==> src/rtl/apb_slave_mem.sv <==
// APB completer serving a word-addressed register memory with programmable wait states.
// Optional feature macro APB_SLV_ERR_EN: drives Pslverr and makes the last word a read-only ID register.
module apb_slave_mem #(
    parameter int          SEL_INDEX   = 0,
    parameter logic [31:0] BASE_ADDR   = 32'h8000_0000,
    parameter int          DEPTH       = 16,
    parameter int          WAIT_STATES = 0
) (
    input  logic        Hclk,
    input  logic        Hreset,
    input  logic [2:0]  Pselx,
    input  logic        Penable,
    input  logic        Pwrite,
    input  logic [31:0] Paddr,
    input  logic [31:0] Pwdata,
    output logic [31:0] Prdata,
    output logic        Pready,
    output logic        Pslverr
);

    localparam int         IDX_W     = (DEPTH > 1) ? $clog2(DEPTH) : 1;
    localparam logic [3:0] WAIT_INIT = 4'(WAIT_STATES);
    localparam logic [IDX_W-1:0] LAST_IDX = IDX_W'(DEPTH - 1);

`ifdef APB_SLV_ERR_EN
    localparam bit ERR_EN = 1'b1;
`else
    localparam bit ERR_EN = 1'b0;
`endif

    typedef enum logic {
        IDLE   = 1'b0,
        ACCESS = 1'b1
    } state_t;

    // With error reporting enabled the last word carries a fixed ID value.
    function automatic logic [31:0] mem_reset_value(input int i);
        if (ERR_EN && (i == DEPTH - 1)) begin
            return 32'hA5A5_0000 | 32'(DEPTH);
        end else begin
            return 32'h0000_0000;
        end
    endfunction

    state_t           state_r;
    logic [3:0]       cnt_r;
    logic [IDX_W-1:0] idx_r;
    logic             write_r;
    logic [31:0]      wdata_r;
    logic             err_r;
    logic [31:0]      prdata_r;
    logic             pready_r;
    logic             pslverr_r;
    logic [31:0]      mem_r [DEPTH];

    logic             sel_s;
    logic             setup_s;
    logic [32:0]      paddr_ext_s;
    logic [32:0]      base_ext_s;
    logic             in_range_s;
    logic [IDX_W-1:0] idx_s;
    logic             err_s;
    logic             unused_sel_s;

    // 33-bit window compare so a window near the top of the map cannot wrap.
    assign sel_s        = Pselx[SEL_INDEX];
    assign setup_s      = sel_s & ~Penable;
    assign paddr_ext_s  = {1'b0, Paddr};
    assign base_ext_s   = {1'b0, BASE_ADDR};
    assign in_range_s   = (paddr_ext_s >= base_ext_s) &&
                          (paddr_ext_s < (base_ext_s + 33'(4 * DEPTH)));
    assign idx_s        = IDX_W'((Paddr - BASE_ADDR) >> 2);
    assign err_s        = ~in_range_s | (ERR_EN & Pwrite & (idx_s == LAST_IDX));
    assign unused_sel_s = ^Pselx;

    // Transfer FSM, memory array and registered APB response.
    always_ff @(posedge Hclk or posedge Hreset) begin
        if (Hreset) begin
            state_r   <= IDLE;
            cnt_r     <= 4'd0;
            idx_r     <= '0;
            write_r   <= 1'b0;
            wdata_r   <= 32'h0000_0000;
            err_r     <= 1'b0;
            prdata_r  <= 32'h0000_0000;
            pready_r  <= 1'b0;
            pslverr_r <= 1'b0;
            for (int i = 0; i < DEPTH; i++) begin
                mem_r[i] <= mem_reset_value(i);
            end
        end else if (setup_s) begin
            // A SETUP restarts the transfer whether we were idle or mid-access.
            state_r   <= ACCESS;
            cnt_r     <= WAIT_INIT;
            idx_r     <= idx_s;
            write_r   <= Pwrite;
            wdata_r   <= Pwdata;
            err_r     <= err_s;
            pready_r  <= (WAIT_INIT == 4'd0);
            pslverr_r <= ERR_EN & (WAIT_INIT == 4'd0) & err_s;
            if (!Pwrite) begin
                prdata_r <= in_range_s ? mem_r[idx_s] : 32'h0000_0000;
            end else begin
                prdata_r <= prdata_r;
            end
        end else begin
            case (state_r)
                IDLE: begin
                    pready_r  <= 1'b0;
                    pslverr_r <= 1'b0;
                end
                ACCESS: begin
                    if (!sel_s) begin
                        state_r   <= IDLE;
                        pready_r  <= 1'b0;
                        pslverr_r <= 1'b0;
                    end else if (cnt_r != 4'd0) begin
                        cnt_r     <= cnt_r - 4'd1;
                        pready_r  <= (cnt_r == 4'd1);
                        pslverr_r <= ERR_EN & (cnt_r == 4'd1) & err_r;
                    end else begin
                        if (write_r && !err_r) begin
                            mem_r[idx_r] <= wdata_r;
                        end else begin
                            mem_r[idx_r] <= mem_r[idx_r];
                        end
                        state_r   <= IDLE;
                        pready_r  <= 1'b0;
                        pslverr_r <= 1'b0;
                    end
                end
                default: begin
                    state_r   <= IDLE;
                    pready_r  <= 1'b0;
                    pslverr_r <= 1'b0;
                end
            endcase
        end
    end

    assign Prdata  = prdata_r;
    assign Pready  = pready_r;
    assign Pslverr = pslverr_r;

endmodule

==> config.mk <==
export PLATFORM = sky130hd
export DESIGN_NAME = apb_slave_mem
export DESIGN_NICKNAME = d
export VERILOG_FILES = /design/src/rtl/apb_slave_mem.sv
export SDC_FILE = /design/constraint.sdc
export NUM_CORES = 2
export LEC_CHECK = 0
export ABC_AREA = 0
export CAP_MARGIN = 20
export CORE_MARGIN = 2
export CORE_UTILIZATION = 30
export CTS_CLUSTER_SIZE = 24
export DETAILED_ROUTE_END_ITERATION = 6
export DONT_BUFFER_PORTS = 1
export GPL_ROUTABILITY_DRIVEN = 1
export HOLD_SLACK_MARGIN = 0.08
export PLACE_DENSITY = 0.47
export REMOVE_ABC_BUFFERS = 1
export SKIP_CTS_REPAIR_TIMING = 1
export SLEW_MARGIN = 10
export SYNTH_ARGS = -nofsm -noshare
export SYNTH_HDL_FRONTEND = slang
export SYNTH_SLANG_ARGS = --single-unit
==> constraint.sdc <==
create_clock -name Hclk -period 35.7 [get_ports Hclk]
set_input_delay 1.785 -clock Hclk [delete_from_list [all_inputs] [get_ports Hclk]]
set_output_delay 1.785 -clock Hclk [all_outputs]
set_load 0.05 [all_outputs]
Yosys cells after proc, flatten, opt, wreduce, memory -nomap -nowiden
Cells that the tools add are included.
{"block": "classes", "bitwise_logic": 9, "mux": 24, "add_sub_neg": 2, "eq_ne": 1, "n_reduce_logical": 11, "n_lt_le_gt_ge": 5}
{"op": "512-bit bitwise mux", "n": 2}
{"op": "512-bit 2-to-1 mux", "n": 1}
{"op": "32-bit binary-select mux with 4-bit select", "n": 2}
{"op": "32-bit 2-to-1 mux", "n": 6}
{"op": "32-bit demux with 4-bit select", "n": 1}
{"op": "32-bit >= comparator (second input constant)", "n": 1}
{"op": "32-bit < comparator (second input constant)", "n": 1}
{"op": "4-bit 2-to-1 mux", "n": 4}
{"op": "5-bit >= comparator (second input constant)", "n": 2}
{"op": "4-bit inverter with 5-bit output", "n": 2}
{"op": "1-bit 2-to-1 mux", "n": 7}
{"op": "1-bit inverter", "n": 6}
{"op": "2-bit nonzero test", "n": 3}
{"op": "6-bit by 1-bit subtractor with 6-bit output (second input constant)", "n": 1}
{"op": "5-bit by 1-bit < comparator with 1-bit output (second input constant)", "n": 1}
{"op": "4-bit by 1-bit == test with 1-bit output (second input constant)", "n": 1}
{"op": "4-bit AND reduction", "n": 1}
{"op": "4-bit nonzero test", "n": 1}
{"op": "4-bit by 1-bit subtractor with 4-bit output (second input constant)", "n": 1}
{"op": "1-bit logical AND", "n": 3}
{"op": "3-bit AND reduction", "n": 1}
{"op": "1-bit case mux with 2 select lines", "n": 1}
{"op": "2-bit AND reduction", "n": 1}
{"op": "1-bit AND", "n": 1}
{"op": "1-bit logical NOT", "n": 1}
{"block": "word_totals", "wordCells": 76, "reg_bits": 588, "inputBits": 71}

Logic depth before layout (Yosys ltp)
{"block": "depth", "word_depth": 7, "depth_mapped": 11, "mapped_depth_nobuf": 7}

Worst setup path after synthesis
No wires, ideal clock.
{"block": "synth_timing", "kind": "in2reg", "from": "in Paddr[2]", "to": "reg prdata_r[0], in the netlist Prdata[0]", "setup_ns": 0.121, "stages": 6, "path_buffers": 2, "slack_ns": 32.004, "arrival_ns": 3.575, "cell_sequence": "clkbuf_1 buf_1 mux4_2 a22oi_1 nand2_1 a22o_1"}
{"block": "synth_via", "elab_chain_len": 6}
{"item": "start: declaration", "line_no": "14", "text": "input logic [31:0] Paddr,"}
{"item": "6-bit by 1-bit subtractor with 6-bit output", "line_no": "72", "text": "assign idx_s = IDX_W'((Paddr - BASE_ADDR) >> 2);"}
{"item": "4-bit inverter with 5-bit output (implied by the code)", "line_no": "102", "text": "prdata_r <= in_range_s ? mem_r[idx_s] : 32'h0000_0000;"}
{"item": "32-bit binary-select mux with 4-bit select", "line_no": "102"}
{"item": "32-bit 2-to-1 mux (implied by the code) (2 in series)", "line_no": "102"}
{"item": "32-bit 2-to-1 mux (*)", "line_no": "102"}
{"item": "end signal: assignment", "line_no": "102"}
{"item": "end signal: assignment", "line_no": "104", "text": "prdata_r <= prdata_r;"}
{"item": "end: declaration", "line_no": "51", "text": "logic [31:0] prdata_r;"}
Every way passes the cells marked *; elsewhere a longest branch is shown, timed or not. The select of a mux whose other input is x is not followed.
A chain may end at the register's enable or synchronous reset.

Final worst setup path
{"block": "layout_timing", "from": "reg idx_r[1]", "to": "reg mem_r[105] (netlist bit)"}
{"block": "layout_via", "elab_chain_len": 7}
{"item": "start: declaration", "line_no": "47", "text": "logic [IDX_W-1:0] idx_r;"}
{"item": "start signal: assignment", "line_no": "95", "text": "idx_r <= idx_s;"}
{"item": "4-bit inverter with 5-bit output (implied by the code) (*)", "line_no": "123, 125"}
{"item": "5-bit >= comparator (implied by the code) or 5-bit by 1-bit < comparator with 1-bit output (tied branches)", "line_no": "123, 125"}
{"item": "1-bit logical AND (implied by the code)", "line_no": "123, 125"}
{"item": "32-bit 2-to-1 mux (implied by the code)", "line_no": "123, 125"}
{"item": "32-bit demux with 4-bit select", "line_no": "123, 125"}
{"item": "512-bit bitwise mux, on equally long branches", "line_no": "125, 123"}
{"item": "512-bit 2-to-1 mux (*)", "line_no": "122", "text": "if (write_r && !err_r) begin"}
{"item": "end signal: indexed assignment", "line_no": "89", "text": "mem_r[i] <= mem_reset_value(i);"}
{"item": "end signal: indexed assignment", "line_no": "123", "text": "mem_r[idx_r] <= wdata_r;"}
{"item": "end signal: indexed assignment", "line_no": "125", "text": "mem_r[idx_r] <= mem_r[idx_r];"}
{"item": "end: declaration", "line_no": "54", "text": "logic [31:0] mem_r [DEPTH];"}
Marked as above.

==> results.cfg <==
[route]
wl_per_cell_microns = 24.5
ant_nets = 0
firstDrtPassIters = 5
drt_iter0_drc = 1701
vias = 20800
finalWirelength_mm = 93.2
viasPerCell = 5.48
drc = 0

[critical_path]
cpPeakStageDelay_ns = 0.98
critPathArrivalTime_ns = 5.38
cp-start-kind = flip-flop
path_cells = buf_4, buf_4, nand2b_1, o21ai_0, o211ai_1, o21ai_1, o21ai_0
critPathRequiredTime_ns = 36.13
cp-end-kind = flip-flop
worstPathMaxFanout = 50
path_buf_inv = 2
cp_top_family = buffers and inverters
critPathKind = reg2reg
slowest_stage = dfrtp_4

[cts]
clockRootBuffer = clkbuf_16
cts_sinks = 588
cts_tree = done
clkTransAtPathRegs_ns = 0.06
cts.htree.levels = 3
clockBufferDepth = 3
cts_made_buffers = 70
worstSkewPairLatency_ns = 0.62

[floorplan]
core.rowCount = 114
die_x_microns = 315
core_sq_um = 96300
die_y_microns = 315
start_util_pct = 30.1
die_area_sq_um = 99200
io_pins = 105

[timing]
min_period_ns = 4.95
period_share_pct = 13.9
rsz0062_at_grt = no
tightest_slew_ns = 1.17
setup_total_negative_slack_ns = 0
max-slew-margin-rel_pct = 21.8
setup_violations = 0
finalWorstSetupSlack_ns = 30.75
finalMaxSlewViolations = 0
fmax_mhz = 202
hold_violations = 0
clock_skew_ns = 0.0197

[pwr]
vdd_ir_drop_max_uv = 25.7
power.density_nw_per_um2 = 55.3
power_leakage_uw = 0.0135

[grt]
grt_max_degree = 129
grt_overflow_total = 0
gr-usage-all-layers_pct = 18.9
grt_pass1_wl_mm = 140
grt_pass1_vias = 21600
antenna_found_initial = 0

[logic_synthesis]
synth_edf_count = 0
synth-warning-count = 0
yosysSeqAreaShare_pct = 50.7
async_flop_share_pct = 100
synth_cells = 2592
postSynthAreaPerCell_sq_um = 11.2
synth_top_area_share_pct = 50.7
synth-seq-cells = 588
synth_area_sq_um = 29000
synth_top_cell_by_area = dfrtp_1
synthTopCellsByArea = dfrtp_1 (51%), mux4_2 (15%), o21ai_0 (8.5%), nand2_1 (7.0%), mux2i_1 (3.6%)
synth_cell_types = 52
synthFlopType = dfrtp_1

[finish]
fillers = 9544
multi_input_area_sq_um = 13300
antenna_cells = 0
final_cell_mix = dfrtp_1 (584), nand2_1 (544), o21ai_0 (494), mux4_2 (189), mux2i_1 (104)
layout_commonest_cell = dfrtp_1
seqCellArea_sq_um = 14700
syn2layout_area_growth_pct = 11.8
nets = 2540
drive_gt1_share_pct = 18.4
instances_no_fill = 3799

[placement]
gp_congestion = 0.781
io_buffers = 0
preCtsSetupSlack_ns = 30.81
placedCellCount = 3662
dpl.hpwl_mm = 51.3

[worst_hold_path]
hold_path_class = reg2reg

[flow_run]
cap_violations = 0

[outcome]
status = finished, final reports clean
tightest hold or removal path, cell delays in order (launching register included):
cell	delay, ns
dfrtp_1	0.35
nand2_1	0.05
o21ai_0	0.06
through the flow:
step	power (uW)	area [sq um]	hold slack, ns	util (%)
after global routing	1880	32400	0.525	33.7
after detailed placement	1070	30000	0.489	31.2
final	1790	32400	0.499	33.7
after global placement	1060	30000	0.474	31.2
after floorplan	985	27900	0.460	-
after CTS	1810	32400	0.502	33.6
sequential cells by signal, summed over array words and instances (netlist names):
name / count
state_r: 1
err_r: 1
cnt_r: 4
write_r: 1
idx_r: 4
Pready: 1
mem_r: 512
Prdata: 32
wdata_r: 32
cell usage after synthesis, types with 4 or more instances:
library cell	n
o2bb2ai_1	21
mux2i_1	104
nand4_1	4
clkbuf_1	176
a221oi_1	30
mux4_2	189
a22oi_1	66
nor2b_1	9
nand2_1	544
nor4_1	6
mux2_1	15
o21ai_1	43
buf_2	39
a21oi_1	15
o211ai_1	9
a22o_1	31
a31oi_1	8
nand3_1	15
buf_4	6
buf_1	25
dfrtp_1	588
o21ai_0	494
buf_12	4
o221ai_1	21
nor2_1	11
mux2_2	73
o22ai_1	9
power breakdown:
group / switching (uW) / internal, uW
registers: 61.7 / 734
logic: 154 / 114
clock network: 293 / 435
final timing paths:
kind | endpoint | slack, ns | start | depth (start not counted)
worst max-delay path | mem_r[105]$_DFFE_PP0P_ | 30.75 | idx_r[1]$_DFFE_PP0P_ | 7
worst min-delay path | mem_r[87]$_DFFE_PP0P_ | 0.50 | mem_r[87]$_DFFE_PP0P_ | 2
worst max register to register | mem_r[105]$_DFFE_PP0P_ | 30.75 | idx_r[1]$_DFFE_PP0P_ | 7
worst min register to register | mem_r[87]$_DFFE_PP0P_ | 0.50 | mem_r[87]$_DFFE_PP0P_ | 2
max in group asynchronous | mem_r[417]$_DFFE_PP0P_ | 32.16 | Hreset | 3
min in group asynchronous | Prdata[21]$_DFFE_PP0P_ | 1.20 | Hreset | 1
layer usage:
layer	track usage [%]	wire (microns)
met5	0	0
met4	6.31	2890
met2	31.1	44600
met3	3.40	5260
met1	25.2	40500
kinds of logic (layout without fill, tap and decap cells):
group,count (synthesis),in the layout,share of synthesized area (%)
buf+inv,254,185,3.76
simple gates,608,608,8.33
fa+ha+maj,3,3,0.129
mux,381,381,21.7
xor+xnor,3,3,0.0906
compound gates,754,754,15.2
flops,588,588,50.7
other cells,1,1,0.0129
cell type report:
type / count / area share [%]
clock inverter: 19 / 0.502
multi-input combinational: 1750 / 41.1
clock buffer: 110 / 6.74
inverter: 4 / 0.0695
sequential: 588 / 45.4
tap: 1276 / 4.92
timing repair buffer: 52 / 1.20
No activity file was read; power rests on OpenSTA's default activity.
